**config.mk**
```make
export PLATFORM = sky130hd
export DESIGN_NAME = instr_fetch_unit
export DESIGN_NICKNAME = d
export VERILOG_FILES = /design/src/rtl/instr_fetch_unit.sv
export SDC_FILE = /design/constraint.sdc
export NUM_CORES = 1
export LEC_CHECK = 0
export CAP_MARGIN = 20
export CORE_MARGIN = 4
export CORE_UTILIZATION = 55
export CTS_BUF_LIST = sky130_fd_sc_hd__clkbuf_8
export DETAILED_ROUTE_END_ITERATION = 12
export GPL_ROUTABILITY_DRIVEN = 0
export GPL_TIMING_DRIVEN = 0
export PLACE_DENSITY = 0.82
export RECOVER_POWER = 50
export SYNTH_ARGS = -nofsm -noshare
export SYNTH_HDL_FRONTEND = slang
export SYNTH_SLANG_ARGS = --single-unit
```
**constraint.sdc**
```tcl
create_clock -name clk_test -period 3.65 [get_ports clk_test]
set_input_delay 0.73 -clock clk_test [delete_from_list [all_inputs] [get_ports clk_test]]
set_output_delay 0.73 -clock clk_test [all_outputs]
set_load 0.005 [all_outputs]
```
**src/rtl/instr_fetch_unit.sv**
```systemverilog
// instr_fetch_unit: prefetching instruction fetch unit.
//
// Fetches 16-bit instruction words from instruction memory into a small
// prefetch FIFO. The FIFO feeds the instruction register (ir/pc) on request
// from the control unit. A redirect (pc_load) flushes the FIFO and restarts
// fetching at pc_target. A request that is still in flight when the redirect
// arrives is completed and its data discarded (DRAIN state).
//
// Optional feature: define IFU_STALL_COUNT_EN to add the stall_count output,
// a saturating count of stall cycles.
//
// Ports
//   clk_test     clock, rising edge
//   reset        synchronous, active-low reset
//   imem_req     instruction memory read request
//   imem_addr    read address, valid while imem_req=1
//   imem_ack     memory accepted the request; imem_rdata valid this cycle
//   imem_rdata   instruction word
//   ir_load      control unit requests the next instruction into ir
//   pc_load      control unit redirects fetch
//   pc_target    redirect address
//   ir           instruction register
//   ir_valid     ir holds a fetched, unflushed instruction
//   pc           address of the instruction held in ir
//   stall        ir_load requested while the FIFO is empty and no redirect
//   stall_count  saturating stall-cycle counter (IFU_STALL_COUNT_EN only)
module instr_fetch_unit #(
  parameter int unsigned ADDR_W = 8,
  parameter int unsigned DEPTH  = 2
) (
  input  logic              clk_test,
  input  logic              reset,
  output logic              imem_req,
  output logic [ADDR_W-1:0] imem_addr,
  input  logic              imem_ack,
  input  logic [15:0]       imem_rdata,
  input  logic              ir_load,
  input  logic              pc_load,
  input  logic [ADDR_W-1:0] pc_target,
  output logic [15:0]       ir,
  output logic              ir_valid,
  output logic [ADDR_W-1:0] pc,
  output logic              stall
`ifdef IFU_STALL_COUNT_EN
  ,
  output logic [15:0]       stall_count
`endif
);

  localparam int unsigned PtrW = (DEPTH > 1) ? $clog2(DEPTH) : 1;
  localparam int unsigned CntW = $clog2(DEPTH + 1);

  typedef enum logic [1:0] {StIdle, StFetch, StDrain} state_e;

  state_e r_state, w_state_next;

  logic [15:0]       r_fifo_data [DEPTH];
  logic [ADDR_W-1:0] r_fifo_addr [DEPTH];
  logic [PtrW-1:0]   r_rd_ptr, r_wr_ptr;
  logic [CntW-1:0]   r_count;
  logic [ADDR_W-1:0] r_fetch_addr;
  logic [ADDR_W-1:0] r_redir_addr;
  logic [15:0]       r_ir;
  logic [ADDR_W-1:0] r_pc;
  logic              r_ir_valid;

  logic w_empty, w_full, w_ack, w_push, w_pop;

  function automatic logic [PtrW-1:0] next_ptr(input logic [PtrW-1:0] p);
    return (p == PtrW'(DEPTH - 1)) ? '0 : p + PtrW'(1);
  endfunction

  assign w_empty = (r_count == '0);
  assign w_full  = (r_count == CntW'(DEPTH));

  always_ff @(posedge clk_test) begin
    if (!reset) r_state <= StIdle;
    else        r_state <= w_state_next;
  end

  // The request level is derived from registered state only; the FIFO count
  // can only fall while a request waits, so the request stays asserted.
  always_comb begin
    w_state_next = r_state;
    imem_req     = 1'b0;
    imem_addr    = r_fetch_addr;
    unique case (r_state)
      StIdle:  w_state_next = StFetch;
      StFetch: begin
        imem_req = !w_full;
        if (pc_load && !w_full && !imem_ack) w_state_next = StDrain;
      end
      StDrain: begin
        imem_req = 1'b1;
        if (imem_ack) w_state_next = StFetch;
      end
      default: w_state_next = StIdle;
    endcase
  end

  assign w_ack  = imem_req && imem_ack;
  assign w_push = (r_state == StFetch) && w_ack && !pc_load;
  assign w_pop  = ir_load && !pc_load && !w_empty;
  assign stall  = ir_load && w_empty && !pc_load;

  // FIFO storage needs no reset; occupancy is tracked by r_count.
  always_ff @(posedge clk_test) begin
    if (w_push) begin
      r_fifo_data[r_wr_ptr] <= imem_rdata;
      r_fifo_addr[r_wr_ptr] <= r_fetch_addr;
    end
  end

  always_ff @(posedge clk_test) begin
    if (!reset) begin
      r_rd_ptr     <= '0;
      r_wr_ptr     <= '0;
      r_count      <= '0;
      r_fetch_addr <= '0;
      r_redir_addr <= '0;
      r_ir         <= 16'h0000;
      r_pc         <= '0;
      r_ir_valid   <= 1'b0;
    end else begin
      if (pc_load) begin
        r_rd_ptr   <= '0;
        r_wr_ptr   <= '0;
        r_count    <= '0;
        r_ir_valid <= 1'b0;
      end else begin
        if (w_pop) begin
          r_ir       <= r_fifo_data[r_rd_ptr];
          r_pc       <= r_fifo_addr[r_rd_ptr];
          r_ir_valid <= 1'b1;
          r_rd_ptr   <= next_ptr(r_rd_ptr);
        end else if (ir_load) begin
          r_ir_valid <= 1'b0;
        end
        if (w_push) r_wr_ptr <= next_ptr(r_wr_ptr);
        r_count <= r_count + CntW'(w_push) - CntW'(w_pop);
      end

      unique case (r_state)
        StIdle: begin
          if (pc_load) r_fetch_addr <= pc_target;
        end
        StFetch: begin
          // An unacked request must be held, so the target is parked.
          if (pc_load) begin
            if (imem_req && !imem_ack) r_redir_addr <= pc_target;
            else                       r_fetch_addr <= pc_target;
          end else if (w_push) begin
            r_fetch_addr <= r_fetch_addr + ADDR_W'(1);
          end
        end
        StDrain: begin
          if (imem_ack)     r_fetch_addr <= pc_load ? pc_target : r_redir_addr;
          else if (pc_load) r_redir_addr <= pc_target;
        end
        default: ;
      endcase
    end
  end

  assign ir       = r_ir;
  assign pc       = r_pc;
  assign ir_valid = r_ir_valid;

`ifdef IFU_STALL_COUNT_EN
  logic [15:0] r_stall_count;

  always_ff @(posedge clk_test) begin
    if (!reset)                                r_stall_count <= 16'h0000;
    else if (stall && r_stall_count != 16'hFFFF) r_stall_count <= r_stall_count + 16'h0001;
  end

  assign stall_count = r_stall_count;
`endif

endmodule

```
==> impl_metrics.yaml, run 1 <==
run_status:
  run_status: "completed"
cells_and_area:
  post_layout_util: 0.7143
  num_antenna_cells: 0
  drive_above_1_share: 0.08521
  post-route-cell-area_um2: 4880
  layout-area-overhead-vs-synth_pct: 26.01
  finalNetCount: 430
grt:
  grt_use_total: 0.1872
  gr-total-overflow: 0
  pin_count_of_the_biggest_net_entering_global_routing: 25
  antenna_violations_before_repair: 0
  grt_first_pass_wirelength_um: 12410
  grt_pass1_vias: 2615
worst_setup_path:
  crit-reg2reg-launch: "r_state[0]"
  rr_endpoint: "r_fifo_data[0][1]"
  critical_path.max_fanout: 15
  start_kind: "primary input"
  slowest_delay_ps: 620
  worst_ep_required_time_ps: 3710
  cp.arrival_ps: 3170
  critical_path.cell_chain: "dlygate4sd3_1 > buf_2 > nand3b_1 > nor3b_1 > inv_1 > nor2_2 > buf_8"
  reg2regPathDepth: 8
  critical_path_class: "in -> reg"
  cpMaxStageDelayCell: "dlygate4sd3_1"
  timing.reg2reg.setup_slack_ps: 790
  critical_path.endpoint_type: "flop"
yosys:
  synth_cells: 318
  synthesis.area_um2: 3872
  synth_nets: 354
  avgSynthCellArea_um2: 12.18
  ys_seq_elements: 95
  yosys.cell_types.count: 42
  yosysWarningCount: 0
  synth.yosys.seq_area_share: 0.6152
clocking:
  cts_tree: "yes"
  postCtsHoldBufs: 0
  library_cell_used_as_clock_root_buffer: "clkbuf_8"
  ctsResizeCount: 0
  clock-sinks: 95
  ctsHtreeMaxLevel: 3
  tritoncts.num_buffers: 9
  post_cts_buffers: 0
  clock_latency_ps: 350
  clock_tree.buffer_depth: 2
  cts.clk_slew.worst_paths_ps: 90
die:
  fp.dieArea_um2: 8447
  chipHeight_um: 91.91
  rows: 30
  io-pin-count: 64
  core_region_area_um2: 6832
  effective_utilization_at_floorplan: 0.5668
  die_width_um: 91.91
sta:
  final_max_slew_viol_count: 0
  unrepaired_setup_endpoints_after_global_routing: "no"
  final.period_utilization: 0.8510
  skew_ps: 8.077
  fin_crit_ps: 3106
  setup_viol: 0
  final_critical_path_setup_slack_ps: 543.9
  fmax_mhz: 321.9
  timing_worst_slew_pin_value_ps: 1270
  timing.final.hold_violations: 0
  worst_slew_margin_rel: 0.1469
power_and_ir_drop:
  pwr_density_cell_nw_per_um2: 552.7
  power.static_leakage_nw: 1.709
  vdd_drop_max_mv: 0.2949
  report.power.total_mw: 2.697
drt:
  route.final.wire_length_um: 7648
  remaining_drc_errors: 0
  wl_per_cell_um: 15.45
  final_antenna_net_count: 0
  firstDrtPassIters: 5
  detail_route.vias_per_cell: 5.463
  vias: 2704
  drt-initial-drc-count: 74
min_path:
  hp-class: "reg -> reg"
  timing.hold.worst.start: "ir[14]"
  worstHoldEndpoint: "ir[14]"
  timing.hold.worst_path_depth: 2
job:
  drv_cap: 0
place:
  place_worst_setup_slack_ps: 323.2
  io_buffers: 63
  dpl_cell_area_um2: 4641
  hpwlAfterDp_um: 5497
[logic make-up (layout without fill, tap and decap cells)]
| group | after synthesis | count (layout) | share of synthesized area |
|---|---|---|---|
| buffers and inverters | 27 | 108 | 0.03166 |
| AO/OA/AOI/OAI | 62 | 62 | 0.1205 |
| AND/OR/NAND/NOR | 85 | 85 | 0.1040 |
| adder cells (fa/ha/maj) | 7 | 7 | 0.02262 |
| multiplexers | 34 | 34 | 0.08788 |
| XOR/XNOR | 8 | 8 | 0.01809 |
| flip-flops | 95 | 95 | 0.6152 |
[state kept, by name (all words and copies together) (netlist names)]
register      flops
r_fifo_data      32
ir               16
r_fifo_addr      16
imem_addr         8
pc                8
r_redir_addr      8
r_count           2
r_state           2
ir_valid          1
r_rd_ptr          1
r_wr_ptr          1
[routing by layer]
layer  share of wire  GRT usage
met1            0.44     0.2300
met5               0          0
met4           0.014    0.06064
met2            0.50     0.3279
met3           0.052    0.04020
[worst max path at each step]
stage | slack (ps) | startpoint | endpoint | cells past startpoint
6_report | 540 | pc_load | r_fifo_data[0][1] | 7
5_1_grt | 430 | pc_load | r_fifo_data[0][1] | 7
4_1_cts | 710 | pc_load | r_fifo_data[1][13] | 5
3_5_place_dp | 320 | pc_load | r_fifo_data[1][12] | 5
3_3_place_gp | -370 | pc_load | r_fifo_data[0][12] | 6
2_1_floorplan | 790 | pc_load | r_fifo_addr[0][0] | 5
[cells in the final DEF (no fill, tap or decap), types with 3 or more instances in the layout]
master           Yosys  layout
dlygate4sd3_1        0      43
nand3_1              6       6
buf_2               11       8
dfxtp_1             47      47
inv_1                8       9
clkbuf_1             5       8
a211oi_1            25      25
nor2b_1              3       3
nor2_1              48      47
nand2b_1             6       6
o21ai_0              9       9
mux2i_1             34      34
edfxtp_1            48      48
nand2_1              8       8
xnor2_1              4       4
a32o_1               3       3
nor3_1               5       6
clkdlybuf4s50_1      0      20
xor2_1               4       4
ha_1                 7       7
clkbuf_8             0      11
a221oi_1             8       8
[cell usage after synthesis (all sizes together)]
cell type | n | share of area
a21oi | 3 | 0.0048
inv | 10 | 0.0097
o211ai | 2 | 0.0039
nand2 | 8 | 0.0078
nand3 | 6 | 0.0078
a222oi | 1 | 0.0026
nor2 | 48 | 0.047
a221oi | 8 | 0.018
a31oi | 2 | 0.0048
a31o | 1 | 0.0023
and2b | 2 | 0.0045
mux2i | 34 | 0.088
and2 | 1 | 0.0016
o31ai | 2 | 0.0039
ha | 7 | 0.023
a211oi | 25 | 0.048
dfxtp | 47 | 0.24
o21a | 1 | 0.0019
o21bai | 1 | 0.0029
nand2b | 7 | 0.012
nor3 | 6 | 0.011
buf | 12 | 0.017
edfxtp | 48 | 0.37
a32o | 3 | 0.0078
a32oi | 1 | 0.0023
clkbuf | 5 | 0.0048
nand3b | 1 | 0.0019
xnor2 | 4 | 0.0090
and3 | 2 | 0.0032
nor2b | 3 | 0.0048
xor2 | 4 | 0.0090
o211a | 1 | 0.0026
nor3b | 1 | 0.0032
o21ai | 11 | 0.014
[stage by stage]
step / setup TNS, ps / cells / hold slack (ps)
floorplan: 0 / 318 / 459.2
global placement: -8924 / 477 / 476.8
detailed placement: 0 / 478 / 481.7
CTS: 0 / 494 / 501.8
global route: 0 / 495 / 524.3
finish: 0 / 495 / 495.3
[final cells by class]
cell class	instances	area [um^2]
timing repair buffer	65	673.1
fill	502	1952
sequential	95	2382
inverter	10	37.54
tap	96	120.1
clock buffer	11	151.4
multi-input combinational	196	1354
buffer	17	81.33
clock inverter	5	80.08
[critical path, delay by kind of cell]
kind / cells / cell delay [ps]
and+or+nand+nor: 3 / 1200
buffers and inverters: 4 / 1240
[where the power goes]
| group | internal [mW] | switching, mW | total (mW) |
|---|---|---|---|
| Clock | 0.423 | 0.345 | 0.768 |
| Sequential | 1.21 | 0.104 | 1.32 |
| Combinational | 0.298 | 0.313 | 0.611 |
| Total | 1.94 | 0.761 | 2.70 |
No activity file was read; power rests on OpenSTA's default activity.
==> inputs of run 2 (changes only) <==
--- a/config.mk
+++ b/config.mk
@@ -7,12 +7,12 @@
 export LEC_CHECK = 0
 export CAP_MARGIN = 20
 export CORE_MARGIN = 4
-export CORE_UTILIZATION = 55
+export CORE_UTILIZATION = 50
 export CTS_BUF_LIST = sky130_fd_sc_hd__clkbuf_8
 export DETAILED_ROUTE_END_ITERATION = 12
 export GPL_ROUTABILITY_DRIVEN = 0
 export GPL_TIMING_DRIVEN = 0
-export PLACE_DENSITY = 0.82
+export PLACE_DENSITY = 0.76
 export RECOVER_POWER = 50
 export SYNTH_ARGS = -nofsm -noshare
 export SYNTH_HDL_FRONTEND = slang
==> impl_metrics.yaml, run 2 (synthesis gave the netlist of run 1 again) <==
worst_setup_path:
  critical_path_class: "in -> reg"
  timing.reg2reg.setup_slack_ps: 980
  reg2regPathDepth: 12
  cp.arrival_ps: 3280
  start_kind: "primary input"
  worst_ep_required_time_ps: 3890
  critical_path.endpoint_type: "flop"
  critical_path.max_fanout: 10
cells_and_area:
  layout-area-overhead-vs-synth_pct: 25.95
  top_library_cells_by_usage_in_the_layout_fill_and_taps_aside: "edfxtp_1 (48), nor2_1 (47), dfxtp_1 (47)"
  fillerInstances: 573
  non_filler_instances: 498
  most_common_library_cell_in_the_layout_ignoring_fill_and_taps: "edfxtp_1"
  post-route-cell-area_um2: 4877
  seq_area_um2: 2382
  post_layout_util: 0.6583
  drive_above_1_share: 0.08772
  multi_input_comb_area_um2: 1354
  num_antenna_cells: 0
  finalNetCount: 430
  number_of_flip_flops_under_the_largest_register_name: 32
  registers.top_by_ff_count: "r_fifo_data"
die:
  rows: 31
  core_region_area_um2: 7408
  io-pin-count: 64
  fp.dieArea_um2: 9217
  effective_utilization_at_floorplan: 0.5227
  die_width_um: 96.01
  chipHeight_um: 96.01
sta:
  unrepaired_setup_endpoints_after_global_routing: "no"
  setup_viol: 0
  final.period_utilization: 0.8322
  worst_slew_margin_rel: 0.08478
  fin_crit_ps: 3038
  timing_worst_slew_pin_value_ps: 1362
  setup-tns-final_ps: 0
  hold_ws_ps: 498.0
  final_max_slew_viol_count: 0
  fmax_mhz: 329.2
  skew_ps: 5.942
  timing.final.hold_violations: 0
  final_critical_path_setup_slack_ps: 612.4
clocking:
  post_cts_buffers: 0
  tritoncts.num_buffers: 9
  clock_tree.buffer_depth: 2
  library_cell_used_as_clock_root_buffer: "clkbuf_8"
  ctsResizeCount: 0
  clock_latency_ps: 350
  cts_tree: "yes"
  ctsHtreeMaxLevel: 3
  postCtsHoldBufs: 0
  cts.clk_slew.worst_paths_ps: 90
  clock-sinks: 95
place:
  io_buffers: 63
  place_worst_setup_slack_ps: 277.9
  dpl_cell_area_um2: 4644
  numPlacedInstances: 481
  hpwlAfterDp_um: 5356
grt:
  grt_pass1_vias: 2551
  gr-total-overflow: 0
  antenna_violations_before_repair: 0
  pin_count_of_the_biggest_net_entering_global_routing: 25
  grt_use_total: 0.1731
  grt_first_pass_wirelength_um: 12230
run_status:
  run_status: "completed"
drt:
  firstDrtPassIters: 5
  detail_route.vias_per_cell: 5.345
  route.final.wire_length_um: 7513
  vias: 2662
  final_antenna_net_count: 0
  wl_per_cell_um: 15.09
  remaining_drc_errors: 0
  drt-initial-drc-count: 87
power_and_ir_drop:
  vdd_drop_max_mv: 0.2782
  report.power.total_mw: 2.746
  power.static_leakage_nw: 1.711
  pwr_density_cell_nw_per_um2: 563.0
job:
  drv_cap: 0
min_path:
  timing.hold.worst_path_depth: 2
  hp-class: "reg -> reg"
-- run 2: final cells by class --
class,instances,area share
Timing Repair Buffer,65,0.1347
Multi-Input combinational cell,196,0.2776
Tap cell,99,0.02540
Buffer,17,0.01668
Clock buffer,9,0.02540
Inverter,10,0.007696
Clock inverter,7,0.02411
Sequential cell,95,0.4885
-- run 2: critical path, stage by stage --
cell and delay, ps:
dlygate4sd3_1 630, clkbuf_1 250, nand3b_1 280, nor3b_1 380, inv_1 120, ha_1 310
inv_1 60, ha_1 140, xor2_1 180, xnor2_1 140, nor2_1 50
-- run 2: metal layers --
layer | share of wire | GRT usage | vias up
met5 | 0 | 0 | -
met1 | 0.48 | 0.2355 | 1255
met2 | 0.46 | 0.2800 | 75
li1 | - | - | 1322
met3 | 0.047 | 0.03362 | 10
met4 | 0.012 | 0.05332 | 0
-- run 2: power by group --
| group | internal (mW) | leakage [nW] | total, mW | switching (mW) |
|---|---|---|---|---|
| combinational | 0.299 | 0.772 | 0.610 | 0.311 |
| sequential | 1.21 | 0.815 | 1.32 | 0.106 |
| clock | 0.458 | 0.124 | 0.816 | 0.358 |
-- run 2: path summary, 6_finish.rpt --
path | from | end
max | pc_load | r_count[1]
min | ir_valid | ir_valid
max reg2reg | r_state[0] | r_count[1]
min reg2reg | ir_valid | ir_valid
==> inputs of run 3 (changes only) <==
--- a/config.mk
+++ b/config.mk
@@ -12,7 +12,7 @@
 export DETAILED_ROUTE_END_ITERATION = 12
 export GPL_ROUTABILITY_DRIVEN = 0
 export GPL_TIMING_DRIVEN = 0
-export PLACE_DENSITY = 0.76
+export PLACE_DENSITY = 0.79
 export RECOVER_POWER = 50
 export SYNTH_ARGS = -nofsm -noshare
 export SYNTH_HDL_FRONTEND = slang
==> constraint.sdc (replaced) <==
create_clock -name clk_test -period 2.7 [get_ports clk_test]
set_input_delay 0.54 -clock clk_test [delete_from_list [all_inputs] [get_ports clk_test]]
set_output_delay 0.54 -clock clk_test [all_outputs]
set_load 0.005 [all_outputs]
==> impl_metrics.yaml, run 3 (synthesis gave the netlist of run 1 again) <==
sta:
  final.period_utilization: 0.9518
  fmax_mhz: 389.1
  final_max_slew_viol_count: 0
  timing.final.hold_violations: 0
  setup-tns-final_ps: 0
  timing_worst_slew_pin_value_ps: 739.4
  worst_slew_margin_rel: 0.5044
  fin_crit_ps: 2570
  skew_ps: 12.46
  unrepaired_setup_endpoints_after_global_routing: "no"
  setup_viol: 0
worst_setup_path:
  critical_path.max_fanout: 10
  worst_ep_required_time_ps: 2160
  critical_path.endpoint_type: "primary output"
  rr_endpoint: "r_fifo_data[0][4]"
  cp.arrival_ps: 2030
  worst_setup_path_startpoint: "r_state[1]"
  crit-reg2reg-launch: "r_state[1]"
  timing.reg2reg.setup_slack_ps: 240
  critical_path_class: "reg -> out"
  reg2regPathDepth: 8
  critical_path.endpoint: "imem_req"
  start_kind: "flop"
clocking:
  tritoncts.num_buffers: 9
  clock_latency_ps: 360
  clock-sinks: 95
  library_cell_used_as_clock_root_buffer: "clkbuf_8"
  ctsHtreeMaxLevel: 3
  cts.clk_slew.worst_paths_ps: 80
  post_cts_buffers: 0
  cts_tree: "yes"
  postCtsHoldBufs: 0
  clock_tree.buffer_depth: 2
die:
  io-pin-count: 64
  rows: 31
  chipHeight_um: 96.01
  fp.dieArea_um2: 9217
  effective_utilization_at_floorplan: 0.5227
  die_width_um: 96.01
  core_region_area_um2: 7408
cells_and_area:
  most_common_library_cell_in_the_layout_ignoring_fill_and_taps: "edfxtp_1"
  finalNetCount: 429
  layout-area-overhead-vs-synth_pct: 25.46
  number_of_flip_flops_under_the_largest_register_name: 32
  registers.top_by_ff_count: "r_fifo_data"
  drive_above_1_share: 0.09799
  top_library_cells_by_usage_in_the_layout_fill_and_taps_aside: "edfxtp_1 (48), nor2_1 (47), dfxtp_1 (46)"
  post_layout_util: 0.6558
  num_antenna_cells: 0
power_and_ir_drop:
  share_seq_of_total_power: 0.501
  power.static_leakage_nw: 1.696
  internal_power_mw: 2.504
  pwr_density_cell_nw_per_um2: 732.4
  report.power.total_mw: 3.558
  vdd_drop_max_mv: 0.4235
  combPwrFrac: 0.232
  switchingPower_mw: 1.054
  clock_power_frac: 0.266
  sw_frac_of_total: 0.2963
drt:
  detail_route.vias_per_cell: 5.322
  remaining_drc_errors: 0
  vias: 2645
  firstDrtPassIters: 5
  drt-initial-drc-count: 88
  route.final.wire_length_um: 7504
  final_antenna_net_count: 0
  wl_per_cell_um: 15.10
min_path:
  hp-class: "reg -> reg"
grt:
  grt_first_pass_wirelength_um: 12540
  gr-total-overflow: 0
  grt_use_total: 0.1801
  antenna_violations_before_repair: 0
  grt_pass1_vias: 2633
  pin_count_of_the_biggest_net_entering_global_routing: 25
place:
  hpwlAfterDp_um: 5531
  io_buffers: 63
job:
  drv_cap: 0
run_status:
  run_status: "completed"
==> run 3: repair_timing <==
| item | 4_1_cts | 5_1_grt |
|---|---|---|
| hold endpoints to repair | 0 | 0 |
| pin swaps | 0 | 0 |
| setup endpoints to repair | 24 | 2 |
| gates cloned | 0 | 0 |
| gates resized for setup | 1 | 2 |
==> run 3: worst min-delay path by stage <==
| stage | startpoint | to | slack [ps] | cells after the start |
|---|---|---|---|---|
| floorplan | r_redir_addr[0] | r_redir_addr[0] | 460 | 2 |
| global placement | ir_valid | ir_valid | 470 | 2 |
| detailed placement | ir_valid | ir_valid | 480 | 2 |
| CTS | ir_valid | ir_valid | 500 | 2 |
| global route | ir_valid | ir_valid | 520 | 2 |
| finish | r_state[0] | r_state[0] | 490 | 2 |
==> run 3: worst max-delay path: stages, from the launching register on <==
cell	delay, ps
dfxtp_1	360
inv_1	80
ha_1	310
clkbuf_4	200
inv_2	80
nor2_1	120
clkdlybuf4s50_1	510
==> run 3: through the flow <==
| step | instances | hold WS (ps) | area, um^2 | worst slack (ps) |
|---|---|---|---|---|
| floorplan | 318 | 459.2 | 3875 | 302.0 |
| CTS | 497 | 504.5 | 4863 | 44.51 |
| detailed placement | 481 | 484.5 | 4657 | -478.1 |
| global placement | 480 | 473.9 | 4629 | -534.2 |
| global route | 497 | 522.4 | 4858 | 31.45 |
| finish | 497 | 493.3 | 4858 | 130.0 |
==> run 3: cell type report <==
class / instances / area (um^2)
plain buffers: 17 / 85.08
clock buffers: 10 / 137.6
clock inverters: 6 / 67.56
fillers: 559 / 2550
inverters: 10 / 37.54
multi-input cells: 196 / 1365
flip-flops and latches: 95 / 2384
well taps: 99 / 123.9
repair buffers: 64 / 658.1
==> run 3: per-layer routing <==
metal,share of wire,vias up,GRT usage
met5,0,-,0
met2,0.49,79,0.2967
li1,-,1322,-
met1,0.44,1232,0.2291
met4,0.020,0,0.08412
met3,0.055,12,0.03284
==> run 3: power by group through the flow <==
| stage | clock [mW] | sequential [mW] | combinational, mW |
|---|---|---|---|
| after floorplan | 0 | 1.78 | 0.533 |
| after global routing | 1.02 | 1.80 | 0.924 |
| after CTS | 0.966 | 1.78 | 0.842 |
| after detailed placement | 0 | 1.82 | 0.836 |
| final | 0.947 | 1.78 | 0.827 |
| after global placement | 0 | 1.81 | 0.818 |
